`src/rtl/z88_memarb_pkg.sv`:
```
// z88_memarb_pkg
// Shared types and default timing for the slot-0 SRAM arbiter.
//   state_t  : sequencer states (IDLE, RD, WSETUP, WPULSE, WHOLD)
//   owner_t  : which requester owns the current transaction
//   DEF_*    : default parameter values used by z88_memarb
package z88_memarb_pkg;

  typedef enum logic [2:0] {
    IDLE   = 3'd0,
    RD     = 3'd1,
    WSETUP = 3'd2,
    WPULSE = 3'd3,
    WHOLD  = 3'd4
  } state_t;

  typedef enum logic {
    OWN_CPU = 1'b0,
    OWN_VID = 1'b1
  } owner_t;

  localparam int          DEF_ADDR_W   = 19;
  localparam int          DEF_RD_WAIT  = 2;
  localparam int          DEF_WR_PULSE = 2;
  localparam int          DEF_VID_MAX  = 3;
  localparam logic [21:0] DEF_ROM_TOP  = 22'h080000;

endpackage

```
`src/rtl/z88_memarb_prio.sv`:
```
// z88_memarb_prio
// Grant logic for the two SRAM requesters plus the video starvation counter.
// Ports:
//   clk, reset_n        : clock, synchronous active-low reset
//   i_arbEn             : sequencer is in IDLE and may start a transaction
//   i_cpuReq, i_cpuAck  : CPU request level and its current ack pulse
//   i_vidReq, i_vidAck  : video request level and its current ack pulse
//   o_grantCpu          : CPU wins this cycle (combinational)
//   o_grantVid          : video wins this cycle (combinational)
module z88_memarb_prio
  import z88_memarb_pkg::*;
#(
  parameter int VID_MAX = DEF_VID_MAX
) (
  input  logic clk,
  input  logic reset_n,
  input  logic i_arbEn,
  input  logic i_cpuReq,
  input  logic i_cpuAck,
  input  logic i_vidReq,
  input  logic i_vidAck,
  output logic o_grantCpu,
  output logic o_grantVid
);

  localparam int CNT_W = $clog2(VID_MAX + 1);

  logic [CNT_W-1:0] r_starve;
  logic             w_starved;

  assign w_starved = (r_starve == CNT_W'(VID_MAX));

  // A requester whose ack is showing this cycle is still holding its old
  // request, so it cannot be granted again. Its raw level still counts as
  // contention for video, which keeps a continuously requesting CPU from
  // losing to video on every ack cycle and leaves starvation to the counter.
  always_comb begin
    o_grantVid = i_arbEn && i_vidReq && !i_vidAck && (!i_cpuReq || w_starved);
    o_grantCpu = i_arbEn && i_cpuReq && !i_cpuAck && !o_grantVid;
  end

  // Counts CPU wins while video waits; saturates so video is forced in.
  always_ff @(posedge clk) begin
    if (!reset_n) begin
      r_starve <= '0;
    end else if (o_grantVid) begin
      r_starve <= '0;
    end else if (i_arbEn && !i_vidReq) begin
      r_starve <= '0;
    end else if (o_grantCpu && i_vidReq && !w_starved) begin
      r_starve <= r_starve + 1'b1;
    end
  end

endmodule

```
`src/rtl/z88_memarb.sv`:
```
// z88_memarb
// Slot-0 internal SRAM arbiter/sequencer shared by the CPU path and the
// screen fetch path. Turns level req/ack handshakes into timed asynchronous
// SRAM strobes. All outputs are registered.
// Optional build macro: Z88_MEMARB_WRPROT_EN adds write protection below
// ROM_TOP and the sticky wp_err output.
// Ports:
//   clk, reset_n                  : clock, synchronous active-low reset
//   cpu_req/cpu_we/cpu_a/cpu_wd   : CPU request (held until cpu_ack)
//   cpu_ack, cpu_rd               : CPU completion pulse and read data
//   vid_req/vid_a                 : video read request (held until vid_ack)
//   vid_ack, vid_rd               : video completion pulse and read data
//   mem_a/mem_wd/mem_rd           : SRAM address, write data, read data
//   mem_ce_n/mem_oe_n/mem_we_n    : SRAM strobes
//   wp_err                        : sticky protected-write flag (macro only)
//   busy                          : sequencer is not in IDLE
module z88_memarb
  import z88_memarb_pkg::*;
#(
  parameter int          ADDR_W   = DEF_ADDR_W,
  parameter int          RD_WAIT  = DEF_RD_WAIT,
  parameter int          WR_PULSE = DEF_WR_PULSE,
  parameter int          VID_MAX  = DEF_VID_MAX,
  parameter logic [21:0] ROM_TOP  = DEF_ROM_TOP
) (
  input  logic              clk,
  input  logic              reset_n,
  input  logic              cpu_req,
  input  logic              cpu_we,
  input  logic [21:0]       cpu_a,
  input  logic [7:0]        cpu_wd,
  output logic              cpu_ack,
  output logic [7:0]        cpu_rd,
  input  logic              vid_req,
  input  logic [21:0]       vid_a,
  output logic              vid_ack,
  output logic [7:0]        vid_rd,
  output logic [ADDR_W-1:0] mem_a,
  output logic [7:0]        mem_wd,
  input  logic [7:0]        mem_rd,
  output logic              mem_ce_n,
  output logic              mem_oe_n,
  output logic              mem_we_n,
`ifdef Z88_MEMARB_WRPROT_EN
  output logic              wp_err,
`endif
  output logic              busy
);

  state_t     r_state;
  state_t     w_nextState;
  logic [7:0] r_cnt;
  owner_t     r_owner;
  logic       r_we;
  logic       r_prot;

  logic w_grantCpu;
  logic w_grantVid;
  logic w_prot;
  logic w_ceN;
  logic w_oeN;
  logic w_weN;
  logic w_cpuAck;
  logic w_vidAck;
  logic w_busy;
  logic w_unused;

`ifdef Z88_MEMARB_WRPROT_EN
  assign w_prot   = (cpu_a < ROM_TOP);
  assign w_unused = ^vid_a[21:ADDR_W];
`else
  assign w_prot   = 1'b0;
  assign w_unused = ^{vid_a[21:ADDR_W], cpu_a[21:ADDR_W], ROM_TOP};
`endif

  z88_memarb_prio #(
    .VID_MAX(VID_MAX)
  ) u_prio (
    .clk       (clk),
    .reset_n   (reset_n),
    .i_arbEn   (r_state == IDLE),
    .i_cpuReq  (cpu_req),
    .i_cpuAck  (cpu_ack),
    .i_vidReq  (vid_req),
    .i_vidAck  (vid_ack),
    .o_grantCpu(w_grantCpu),
    .o_grantVid(w_grantVid)
  );

  // State register; r_cnt counts cycles spent in the current timed state.
  always_ff @(posedge clk) begin
    if (!reset_n) begin
      r_state <= IDLE;
      r_cnt   <= '0;
    end else begin
      r_state <= w_nextState;
      if (w_nextState != r_state || w_nextState == IDLE) begin
        r_cnt <= '0;
      end else begin
        r_cnt <= r_cnt + 8'd1;
      end
    end
  end

  // Next-state logic.
  always_comb begin
    w_nextState = r_state;
    case (r_state)
      IDLE: begin
        if (w_grantVid) begin
          w_nextState = RD;
        end else if (w_grantCpu) begin
          w_nextState = cpu_we ? WSETUP : RD;
        end
      end
      RD: begin
        if (r_cnt == 8'(RD_WAIT - 1)) w_nextState = IDLE;
      end
      WSETUP: w_nextState = WPULSE;
      WPULSE: begin
        if (r_cnt == 8'(WR_PULSE - 1)) w_nextState = WHOLD;
      end
      WHOLD:   w_nextState = IDLE;
      default: w_nextState = IDLE;
    endcase
  end

  // Output values are decoded from the next state so that the registered
  // strobes line up with the state they belong to.
  always_comb begin
    w_ceN    = (w_nextState == IDLE);
    w_oeN    = (w_nextState != RD);
    w_weN    = !((w_nextState == WPULSE) && !r_prot);
    w_busy   = (w_nextState != IDLE);
    w_cpuAck = 1'b0;
    w_vidAck = 1'b0;
    if (w_nextState == IDLE && (r_state == RD || r_state == WHOLD)) begin
      w_cpuAck = (r_owner == OWN_CPU);
      w_vidAck = (r_owner == OWN_VID);
    end
  end

  // Output registers, request latch on grant and read data capture at the
  // end of the last RD cycle.
  always_ff @(posedge clk) begin
    if (!reset_n) begin
      mem_ce_n <= 1'b1;
      mem_oe_n <= 1'b1;
      mem_we_n <= 1'b1;
      mem_a    <= '0;
      mem_wd   <= '0;
      cpu_ack  <= 1'b0;
      vid_ack  <= 1'b0;
      cpu_rd   <= 8'hFF;
      vid_rd   <= 8'hFF;
      busy     <= 1'b0;
      r_owner  <= OWN_CPU;
      r_we     <= 1'b0;
      r_prot   <= 1'b0;
`ifdef Z88_MEMARB_WRPROT_EN
      wp_err   <= 1'b0;
`endif
    end else begin
      mem_ce_n <= w_ceN;
      mem_oe_n <= w_oeN;
      mem_we_n <= w_weN;
      cpu_ack  <= w_cpuAck;
      vid_ack  <= w_vidAck;
      busy     <= w_busy;
      if (w_grantVid) begin
        r_owner <= OWN_VID;
        r_we    <= 1'b0;
        r_prot  <= 1'b0;
        mem_a   <= vid_a[ADDR_W-1:0];
      end else if (w_grantCpu) begin
        r_owner <= OWN_CPU;
        r_we    <= cpu_we;
        r_prot  <= cpu_we && w_prot;
        mem_a   <= cpu_a[ADDR_W-1:0];
        mem_wd  <= cpu_wd;
      end
      if (r_state == RD && w_nextState == IDLE) begin
        if (r_owner == OWN_CPU) begin
          cpu_rd <= mem_rd;
        end else begin
          vid_rd <= mem_rd;
        end
      end
`ifdef Z88_MEMARB_WRPROT_EN
      if (w_cpuAck && r_we && r_prot) wp_err <= 1'b1;
`endif
    end
  end

endmodule

```
`config.mk`:
```
export PLATFORM = sky130hd
export DESIGN_NAME = z88_memarb
export DESIGN_NICKNAME = d
export VERILOG_FILES = /design/src/rtl/z88_memarb_pkg.sv /design/src/rtl/z88_memarb_prio.sv /design/src/rtl/z88_memarb.sv
export SDC_FILE = /design/constraint.sdc
export NUM_CORES = 1
export LEC_CHECK = 0
export ABC_CLOCK_PERIOD_IN_PS = 5100
export BUFFER_PORTS_ARGS = -buffer_cell sky130_fd_sc_hd__buf_2
export CORE_ASPECT_RATIO = 2
export CORE_MARGIN = 3
export CORE_UTILIZATION = 31
export CTS_CLUSTER_DIAMETER = 30
export DETAILED_ROUTE_END_ITERATION = 12
export SLEW_MARGIN = 20
export SYNTH_ARGS = -nofsm -noshare
export SYNTH_HDL_FRONTEND = slang
export SYNTH_SLANG_ARGS = --single-unit
```
`constraint.sdc`:
```
create_clock -name clk -period 5.1 [get_ports clk]
set_input_delay 0.255 -clock clk [delete_from_list [all_inputs] [get_ports clk]]
set_output_delay 0.255 -clock clk [all_outputs]
set_load 0.005 [all_outputs]
```
==> results.cfg, run 1 <==
[status]
outcome = finished, final reports clean

[synthesis]
yosysUniqueCellTypes = 40
ys_seq_elements = 63
avgSynthCellArea_um2 = 10.6
yosysWarnings = 0
yosysSeqAreaShare_pct = 48.6
synth_ff_type = dfxtp_1
synthArstFlopShare_pct = 0
synth_edf_count = 0
synth_nets = 312
syn_inst = 244
synth_area_um2 = 2600

[sta]
slew_violations = 0
rsz0062_at_grt = false
max_clock_freq_ghz = 0.475
tns_ns = 0
fin_crit_ns = 2.10
setup_ws_ns = 3.00
whs_ns = 0.154
slew_headroom_pct = 39.4
timing_hold_violations_final = 0
finalSetupViolations = 0
clock-skew-final_ns = 0.00593
finalCritPeriodShare_pct = 41.2
tightest_slew_ns = 0.909

[finish]
syn2layout_area_growth_pct = 34.2
layout_commonest_cell = buf_2
drive_gt1_share_pct = 40.9
fin_nets = 415
mostFrequentLayoutCells = buf_2, dfxtp_1, mux2i_1
antenna_cells = 0
fin_area_um2 = 3480

[detailed_routing]
drt.antenna.violating_nets = 0
viasPerCell = 4.98
drtIter0Drc = 86
wirelength_um = 6360
vias = 2229
wire_per_inst_um = 14.2
first_pass_iters = 4
drc_errors = 0

[die]
io_pins = 114
die_area_um2 = 9580
chipWidth_um = 70.7
fp-row-count = 46
die_h_um = 135
coreArea_um2 = 8060
initial_core_util_pct = 32.2

[critical_path]
cp.required_ns = 5.28
r2r_setup_slack_ns = 3.00
arrival_ns = 2.28
cp_max_fo = 8
criticalPathCategory = reg2reg
r2r_start = r_cnt[0]
rr_worst_depth = 5
r2r-end = cpu_rd[3]
worstSetupEndpointType = register
cp-start-kind = register

[clock_tree]
cts_buffer_depth = 2
clock_latency_ns = 0.33
clock-sinks = 63
cts_setup_buffers = 0
clk_pin_slew_worst_paths_ns = 0.06
tritoncts = done
clockRootBuffer = clkbuf_16
cts_htree_levels = 3
numCtsBuffers = 9
cts_resized = 0
hold_buffers = 0

[grt]
grt_max_degree = 55
antenna_found_initial = 0
grt_overflow = 0
grt.met2_usage_pct = 24.9
track_usage_pct = 13.6
grt_pass1_vias = 2193
met1_usage_pct = 12.9
grt_pass1_wl_um = 10200
grtUsageMet3_pct = 4.61
globalRoute.busiestLayer = met2

[place]
pre_cts_slack_ns = 3.01
gp_congestion = 0.740
dpl_cell_area_um2 = 3160
portBuffers = 107
dpl.hpwl_um = 4690

[min_path]
min_path_cells = 3
hp-start = mem_rd[5]
hold_path_end = vid_rd[5]
hold_class = in2reg

[pwr]
p_sw_share_pct = 24.2
p_per_area_nw_per_um2 = 397
p_int_mw = 1.05
fin_total_pwr_mw = 1.38
seq_power_share_pct = 39.6
clkPwrFrac_pct = 46.9
p_comb_share_pct = 13.5
p_sw_uw = 334
p_leak_nw = 1.55
peakVddDrop_mv = 0.188

[job]
cap_violations = 0
synthesized netlist by cell type (3+ instances only):
cell	n	area [um^2]
dfxtp_1	63	1260
mux2i_1	24	240
nand2_1	22	82.6
o22a_1	19	166
o221a_2	16	180
nor2b_1	11	68.8
nor2_1	10	37.5
clkbuf_1	8	30.0
nand3_1	8	40.0
o21ai_0	6	30.0
nand2b_1	5	31.3
xor2_1	5	43.8
a21oi_1	4	20.0
buf_4	3	22.5
buf_6	3	33.8
ha_1	3	37.5
o21a_1	3	22.5
o221a_1	3	33.8
how the worst max path moves through the flow:
stage                     slack, ns      from        end  cells past startpoint
after floorplan                3.46  r_cnt[0]  cpu_rd[6]                      6
after global placement         3.05  r_cnt[0]  cpu_rd[4]                      5
after detailed placement       3.01  r_cnt[0]  cpu_rd[3]                      5
after CTS                      2.98  r_cnt[0]  cpu_rd[3]                      5
after global routing           2.79  r_cnt[0]  cpu_rd[3]                      5
final                          3.00  r_cnt[0]  cpu_rd[3]                      5
power by group through the flow:
stage               sequential (mW)  clock (mW)  combinational, mW
detailed placement            0.559           0              0.191
global placement              0.558           0              0.188
CTS                           0.548       0.671              0.191
floorplan                     0.562           0              0.115
finish                        0.548       0.649              0.187
global route                  0.553       0.695              0.208
critical path, cell delays in order (launching register included):
cell     delay [ns]
dfxtp_1        0.40
ha_1           0.17
nor3b_1        0.43
and4b_1        0.63
mux2i_1        0.24
nand2_1        0.07
sequential cells by signal, indices dropped and copies added, names as in the netlist:
register / cells
busy: 1
cpu_ack: 1
cpu_rd: 8
mem_a: 19
mem_ce_n: 1
mem_oe_n: 1
mem_wd: 8
mem_we_n: 1
r_cnt: 8
r_owner: 1
r_state: 3
u_prio.r_starve: 2
vid_ack: 1
vid_rd: 8
area by class of cell:
type	instances	area, um^2
Clock buffer	9	225
Tap cell	96	120
Sequential cell	63	1260
Inverter	2	7.51
Fill cell	806	4570
Timing Repair Buffer	107	536
Multi-Input combinational cell	164	1240
Clock inverter	7	97.6
logic make-up after synthesis:
group           synth area share (%)
simple gates                    14.7
fa+ha+maj                       1.45
flops                           48.6
compound gates                  20.2
buf+inv                         3.81
mux                             9.25
xor+xnor                        2.02
per-layer routing:
| metal | part of all wire (%) | vias to the layer above |
|---|---|---|
| li1 | - | 1111 |
| met1 | 37 | 1045 |
| met2 | 56 | 61 |
| met3 | 4.6 | 12 |
| met4 | 3.0 | 0 |
| met5 | 0 | - |
metrics by stage:
stage / instances / util, %
6_report: 448 / 43.2
2_1_floorplan: 244 / -
5_1_grt: 448 / 43.2
4_1_cts: 448 / 43.2
3_5_place_dp: 432 / 39.2
3_3_place_gp: 432 / 39.2
(Power assumes the default switching activity.)
==> inputs of run 2 (changes only) <==
- ABC_CLOCK_PERIOD_IN_PS: 5100 -> 2040
- clock period: 5.1 -> 2.04 ns (I/O delays scaled with it)
==> results.cfg, run 2 (synthesis gave the netlist of run 1 again) <==
[critical_path]
crit_path_start = u_prio.r_starve[0]
cp.buffers_inverters = 0
critical-path-top-delay-family = simple AND/OR/NAND/NOR gates
r2r_start = u_prio.r_starve[0]
arrival_ns = 2.07
worstSetupEndpointType = register
cp_max_fo = 21
rr_worst_depth = 5
crit_chain = ha_1 > nor2b_1 > or2_4 > a21oi_4 > o221a_2
r2r_setup_slack_ns = 0.18
cp-start-kind = register
r2r-end = mem_a[7]
cp.required_ns = 2.25
cpMaxStageDelayCell = or2_4
criticalPathCategory = reg2reg
slowest_delay_ns = 0.36

[clock_tree]
clockRootBuffer = clkbuf_16
cts_setup_buffers = 0
clock-sinks = 63
numCtsBuffers = 9
hold_buffers = 0
clock_latency_ns = 0.32
cts_buffer_depth = 2
cts_htree_levels = 3
clk_pin_slew_worst_paths_ns = 0.05
tritoncts = done
cts_resized = 0

[sta]
timing_hold_violations_final = 0
slew_headroom_pct = 50.0
fin_crit_ns = 1.86
finalCritPeriodShare_pct = 91.3
rsz0062_at_grt = false
whs_ns = 0.0154
tightest_slew_ns = 0.750
slew_violations = 0
max_clock_freq_ghz = 0.537
finalSetupViolations = 0
clock-skew-final_ns = 0.00654
tns_ns = 0

[min_path]
hp-start = mem_rd[3]
min_path_cells = 3
hold_class = in2reg
hold_path_end = vid_rd[3]

[detailed_routing]
first_pass_iters = 4
drt.antenna.violating_nets = 0
wirelength_um = 6490
vias = 2215
drtIter0Drc = 178
viasPerCell = 4.91
drc_errors = 0
wire_per_inst_um = 14.4

[pwr]
p_per_area_nw_per_um2 = 909
p_leak_nw = 1.55
peakVddDrop_mv = 0.438

[die]
coreArea_um2 = 8060
chipWidth_um = 70.7
fp-row-count = 46
io_pins = 114
die_h_um = 135
initial_core_util_pct = 32.2
die_area_um2 = 9580

[finish]
antenna_cells = 0
largest_reg_flops = 19
drive_gt1_share_pct = 41.4
max_flop_register = mem_a
multi_input_area_um2 = 1240
layout_commonest_cell = buf_2
n_fill_cell = 821
fin_nets = 420
regArea_um2 = 1260
mostFrequentLayoutCells = buf_2, dfxtp_1, mux2i_1
syn2layout_area_growth_pct = 33.4

[grt]
track_usage_pct = 13.7
grt_max_degree = 42
grt_overflow = 0
grt_pass1_vias = 2133
antenna_found_initial = 0
grt_pass1_wl_um = 10300

[place]
dpl.hpwl_um = 4780
gp_congestion = 0.765
portBuffers = 107

[job]
cap_violations = 0

[status]
outcome = finished, final reports clean
[run 2: per-stage QoR]
stage / power (mW) / instances / setup WS (ns) / utilization [%] / area [um^2]
floorplan: 1.69 / 244 / 0.401 / - / 2600
global placement: 1.88 / 437 / 0.255 / 39.9 / 3210
detailed placement: 1.88 / 437 / 0.193 / 39.9 / 3210
CTS: 3.20 / 451 / 0.179 / 43.0 / 3460
global route: 3.31 / 451 / 0.0153 / 43.0 / 3460
finish: 3.15 / 451 / 0.178 / 43.0 / 3460
[run 2: cell type report]
class | instances | area share, %
timing repair buffer | 112 | 16.9
clock inverter | 5 | 0.795
sequential | 63 | 36.4
clock buffer | 9 | 6.50
inverter | 2 | 0.217
tap | 96 | 3.47
multi-input combinational | 164 | 35.7
[run 2: report_power, final]
group	total [mW]	switching [mW]	internal (mW)	leakage [nW]
Clock	1.30	0.499	0.796	0.127
Sequential	1.37	0.0488	1.32	0.516
Combinational	0.480	0.239	0.241	0.909
Total	3.15	0.786	2.36	1.55
[run 2: worst max-delay path by stage]
| stage | end | cells after the start | slack, ns |
|---|---|---|---|
| finish | mem_a[7] | 5 | 0.18 |
| global route | mem_a[8] | 5 | 0.02 |
| CTS | mem_a[7] | 5 | 0.18 |
| detailed placement | mem_a[12] | 5 | 0.19 |
| global placement | mem_a[12] | 5 | 0.26 |
| floorplan | cpu_rd[6] | 6 | 0.40 |
[run 2: tightest hold or removal path, delay by kind of cell]
family	cells	cell delay, ns
buffers and inverters	1	0.09
multiplexers	1	0.06
AND/OR/NAND/NOR	1	0.05
[run 2: per-layer routing]
metal / up-vias / track usage, % / share of wire [%]
met2: 62 / 24.4 / 55
met4: 0 / 8.05 / 2.6
met1: 1025 / 14.2 / 37
met3: 12 / 3.49 / 5.5
met5: - / 0 / 0
li1: 1116 / - / -
